--- config.mk ---
export PLATFORM = sky130hd
export DESIGN_NAME = adder_ref_pipe
export DESIGN_NICKNAME = d
export VERILOG_FILES = /design/src/rtl/adder_ref_pipe.sv
export SDC_FILE = /design/constraint.sdc
export NUM_CORES = 1
export LEC_CHECK = 0
export CAP_MARGIN = 20
export CORE_MARGIN = 2
export CORE_UTILIZATION = 25
export CTS_BUF_LIST = sky130_fd_sc_hd__clkbuf_16
export CTS_CLUSTER_DIAMETER = 100
export DETAILED_ROUTE_END_ITERATION = 12
export DONT_BUFFER_PORTS = 1
export SYNTH_ARGS = -nofsm -noshare
export SYNTH_HDL_FRONTEND = slang
export SYNTH_SLANG_ARGS = --single-unit
--- constraint.sdc ---
create_clock -name clk -period 2 [get_ports clk]
set_input_delay 0.4 -clock clk [delete_from_list [all_inputs] [get_ports clk]]
set_output_delay 0.4 -clock clk [all_outputs]
set_load 0.05 [all_outputs]
--- src/rtl/adder_ref_pipe.sv ---
// adder_ref_pipe: reference adder plus a LATENCY-deep expected/valid/tag delay
// line, so each expectation pops out in the same cycle as the adder's result.
//   clk, rst_n         - clock, synchronous active-low reset
//   flush_i            - clears every valid bit (new run)
//   push_i             - load a new expectation from a_i/b_i/cin_i
//   a_i, b_i, cin_i    - operands applied to the adder under test
//   tag_i / tag_o      - opaque side payload carried alongside the expectation
//   out_valid_o        - exit stage holds a live expectation this cycle
//   last_c_o           - exit stage is the only live expectation in the line
//   exp_o              - expected {cout, sum} at the exit stage
module adder_ref_pipe #(
  parameter int unsigned WIDTH   = 8,
  parameter int unsigned LATENCY = 1,
  parameter int unsigned TAG_W   = 1
) (
  input  logic             clk,
  input  logic             rst_n,
  input  logic             flush_i,
  input  logic             push_i,
  input  logic [WIDTH-1:0] a_i,
  input  logic [WIDTH-1:0] b_i,
  input  logic             cin_i,
  input  logic [TAG_W-1:0] tag_i,
  output logic             out_valid_o,
  output logic             last_c_o,
  output logic [WIDTH:0]   exp_o,
  output logic [TAG_W-1:0] tag_o
);

  localparam int unsigned EW = WIDTH + 1;
  localparam logic [LATENCY-1:0] EXIT_ONLY = LATENCY'(1) << (LATENCY - 1);

  logic [LATENCY-1:0] valid_q;
  logic [LATENCY-1:0] valid_d;
  logic [EW-1:0]      exp_q [LATENCY];
  logic [TAG_W-1:0]   tag_q [LATENCY];
  logic [EW-1:0]      exp_c;

  // Computed one bit wider so the carry-out lands in the MSB
  assign exp_c = EW'(a_i) + EW'(b_i) + EW'(cin_i);

  // Valid bits shift toward the exit stage
  always_comb begin
    valid_d    = valid_q;
    valid_d[0] = push_i;
    for (int i = 1; i < int'(LATENCY); i++) begin
      valid_d[i] = valid_q[i-1];
    end
  end

  always_ff @(posedge clk) begin
    if (!rst_n || flush_i) begin
      valid_q <= '0;
    end else begin
      valid_q <= valid_d;
    end
  end

  // Payload only matters where its valid bit is set, so it needs no reset
  always_ff @(posedge clk) begin
    exp_q[0] <= exp_c;
    tag_q[0] <= tag_i;
    for (int i = 1; i < int'(LATENCY); i++) begin
      exp_q[i] <= exp_q[i-1];
      tag_q[i] <= tag_q[i-1];
    end
  end

  assign out_valid_o = valid_q[LATENCY-1];
  assign last_c_o    = (valid_q == EXIT_ONLY);
  assign exp_o       = exp_q[LATENCY-1];
  assign tag_o       = tag_q[LATENCY-1];

endmodule

Word level (Yosys, flattened, before mapping):

Memory sizes are Yosys's and may differ from the RTL's.
Cells that the tools add are included.

* bits in registers: 1
* latch bits: 0
* bits in writable memories: 10
* memory bits (read-only): 0
* input bits: 22
* memories kept: 2

* $add $sub $neg: 2
* multiply operators: 0
* divide/modulo/power cells: 0
* order comparisons: 0
* equal/unequal tests: 0
* shift-type cells: 0
* muxes and demuxes: 0
* bitwise operators: 0
* reduce and logical (&&, ||, !) cells: 2

Memory list
* exp_q: words 1, bits a word 9, rd ports 1, clocked after memory_dff 0, write ports 1, RTL line 35 `logic [EW-1:0] exp_q [LATENCY];`
* tag_q: words 1, bits a word 1, rd ports 1, clocked after memory_dff 0, write ports 1, RTL line 36 `logic [TAG_W-1:0] tag_q [LATENCY];`

Operators with widths (count)
* 8-bit by 8-bit adder with 9-bit output: 1
* 9-bit by 1-bit adder with 9-bit output: 1
* 1-bit logical NOT: 1
* 1-bit logical OR: 1

Depth between registers and ports, before layout:

* depth in word-level cells: 2
* depth in mapped cells: 6

Worst setup path after synthesis:

OpenSTA, ideal clock, no wires.

* path kind: input -> register
* start: in a_i[0]
* end: mem exp_q[0][8] (netlist bit)
* setup time: 124 ps
* data arrival time: 1687 ps
* required time: 1876 ps
* path slack: 189 ps
* stages: 6
* buffers on the path: 0
* cells stage by stage: fa_1 > fa_1 > a21oi_1 > nor2_1 > nor2_1 > o21ai_0

* longest elaborated chain between the ends: 2

Ends and longest elaborated chain
* from (decl): RTL line 20 `input logic [WIDTH-1:0] a_i,`
* 8-bit by 8-bit adder with 9-bit output: RTL line 40 `assign exp_c = EW'(a_i) + EW'(b_i) + EW'(cin_i);`
* 9-bit by 1-bit adder with 9-bit output: RTL line 40
* named net exp_c[8]: RTL line 37 `logic [EW-1:0] exp_c;`
* to (decl): RTL line 35

The timed path passes the listed nets, and every way through them passes these cells.

Final worst setup path:

Same ends and word-level chain as after synthesis.

==> impl_metrics.toml <==
[floorplanning]
row_count = 17
io_pins = 34
chipWidth_um = 51.6
start_util_pct = 26.1
die_area_sq_mm = 0.00266
die_y_um = 51.6
core_sq_mm = 0.00217

[cells_and_area]
diodes = 0
area_growth_pct = 20.1
drive_gt1_share_pct = 8.33
design_area_sq_um = 681
final_nets = 92

[route]
antenna_left = 0
post_drt_wl_per_cell_um = 12.2
vias = 417
firstDrtPassIters = 4
viasPerCell = 4.74
wirelength_um = 1070
drc = 0
drt_iter0_markers = 2

[grt]
grt_pass1_wl_um = 1870
grt_overflow = 0
grt_pass1_vias = 437
grt_use_total_pct = 9.73
grt_antenna_before_repair = 0
grt_max_degree = 7

[placed_design]
preCtsSetupSlack_ns = 0.0626
gp_congestion = 0.723
dpl-instance-area_sq_um = 602
portBuffers = 0
hpwlAfterDp_um = 885

[worst_setup_path]
path_depth = 6
worstSetupEndpointType = "register"
path_cells = "fa_1 > fa_1 > a21oi_1 > nor2_1 > nor2_1 > o21ai_0"
path_class = "input port to register"
cpLargestDelayFamily = "adder cells"
path_buf_inv = 0
crit_fanout = 2
start_kind = "input port"
slowest_stage = "fa_1"
critPathMaxStageDelay_ns = 0.44
critPathArrivalTime_ns = 1.79
critical_path_required_ns = 2.11

[yosys]
yosysTopAreaCell = "dfxtp_1"
ys_ff_latch = 11
mappedNetlistArea_sq_um = 567
synth_top_area_share_pct = 38.9
netlist_instances = 56
postSynthAreaPerCell_sq_um = 10.1
synth.distinct_cells = 22
yosysSeqAreaShare_pct = 38.9
ys_top_cells_by_area = "dfxtp_1, ha_1, fa_1"
synth-warning-count = 0
syn_nets = 87

[cts]
cts-buffers-inserted = 3
post_cts_buffers = 0
cts_tree = "done"
ctsHoldBuffers = 0
cts-htree-levels = 1
clkSinkCount = 11
root_buffer = "clkbuf_16"
clk_transition_reported_paths_ns = 0.04
cts_buffer_depth = 2
post_cts_resized = 0

[power_and_ir_drop]
swShare_pct = 34.0
peakVddDrop_v = 0.000593
seqPwrFrac_pct = 46.6
pwr-share-comb_pct = 12.7
p_sw_mw = 0.292
pwr-share-clk_pct = 40.6
power_density_mw_per_mm2 = 1260
cellLeakagePower_nw = 0.300
intPower_mw = 0.568

[sta]
hold_viol = 0
fin_crit_sh_pct = 84.1
tns_ns = 0
worst_slew_pin_slew_ns = 0.492
period_minus_slack_ns = 1.68
setup_viol = 0
finalWorstSetupSlack_ns = 0.318
hold_slack_ns = 0.194
maxSlewHeadroom_pct = 67.1
max_freq_mhz = 594
slew_violations = 0
rsz0062_at_grt = "false"

[job]
max-cap-violations = 0

[run_status]
status = "finished, final reports clean"

[worst_hold_path]
hold_path_class = "input port to register"
hold-path-cell-count = 0
[worst paths after layout]
| kind | start | end |
|---|---|---|
| max | a_i[0] | exp_q[0][8] |
| min | tag_i | tag_q[0] |
[cell usage in the layout, fill, tap and decap left out, types with 3 or more instances in the layout]
| cell type | n |
|---|---|
| clkbuf_16 | 3 |
| ha_1 | 7 |
| nand2_1 | 4 |
| nor2_1 | 3 |
| dfxtp_1 | 11 |
| inv_1 | 3 |
| a21oi_1 | 5 |
[state kept, by name, indices dropped and copies added, names as in the netlist]
name,flops
tag_q,1
exp_q,9
last_c_o,1
[power by group through the flow]
stage | logic, mW | clock network [mW] | registers (mW)
CTS | 0.111 | 0.357 | 0.403
finish | 0.109 | 0.350 | 0.401
global placement | 0.105 | 0 | 0.405
floorplan | 0.0875 | 0 | 0.404
detailed placement | 0.109 | 0 | 0.406
global route | 0.127 | 0.379 | 0.406
[final cells by class]
type	count	area, sq um
clock buffer	3	75.1
timing repair buffer	1	7.51
sequential	11	220
fill	233	1490
inverter	3	11.3
tap	28	35.0
multi-input combinational	41	328
clock inverter	1	3.75
[synth_stat cells, drive strengths merged]
cell type,number
xor2,2
fa,2
o21bai,1
a21o,2
nor2,3
nor4,1
buf,1
xnor2,2
nor3,2
nor2b,2
a21oi,5
inv,3
a311o,2
mux2i,1
dfxtp,11
o21ai,1
a2111oi,1
nand3,2
ha,7
nand2,4
a221oi,1
[cells by family (layout without fill, tap and decap cells)]
logic type,after synthesis,count (layout),synth area share [%]
AO/OA/AOI/OAI,13,13,15.9
XOR/XNOR,4,4,6.18
adder cells (fa/ha/maj),9,9,22.5
buffers and inverters,4,8,3.31
flip-flops,11,11,38.9
multiplexers,1,1,1.77
AND/OR/NAND/NOR,14,14,11.5
[per-stage QoR]
stage	cells	utilization [%]	total power, mW
after CTS	88	31.4	0.871
after global placement	84	27.7	0.510
after detailed placement	84	27.7	0.515
after floorplan	56	-	0.492
final	88	31.4	0.860
after global routing	88	31.4	0.912
[routing by layer]
metal  global-route usage (%)  part of all wire, %  wire (um)
met1                     10.9                   41        438
met2                     15.2                   46        499
met4                     6.58                  1.9         20
met3                     3.74                   11        117
met5                        0                    0          0
No activity file was read; power rests on OpenSTA's default activity.
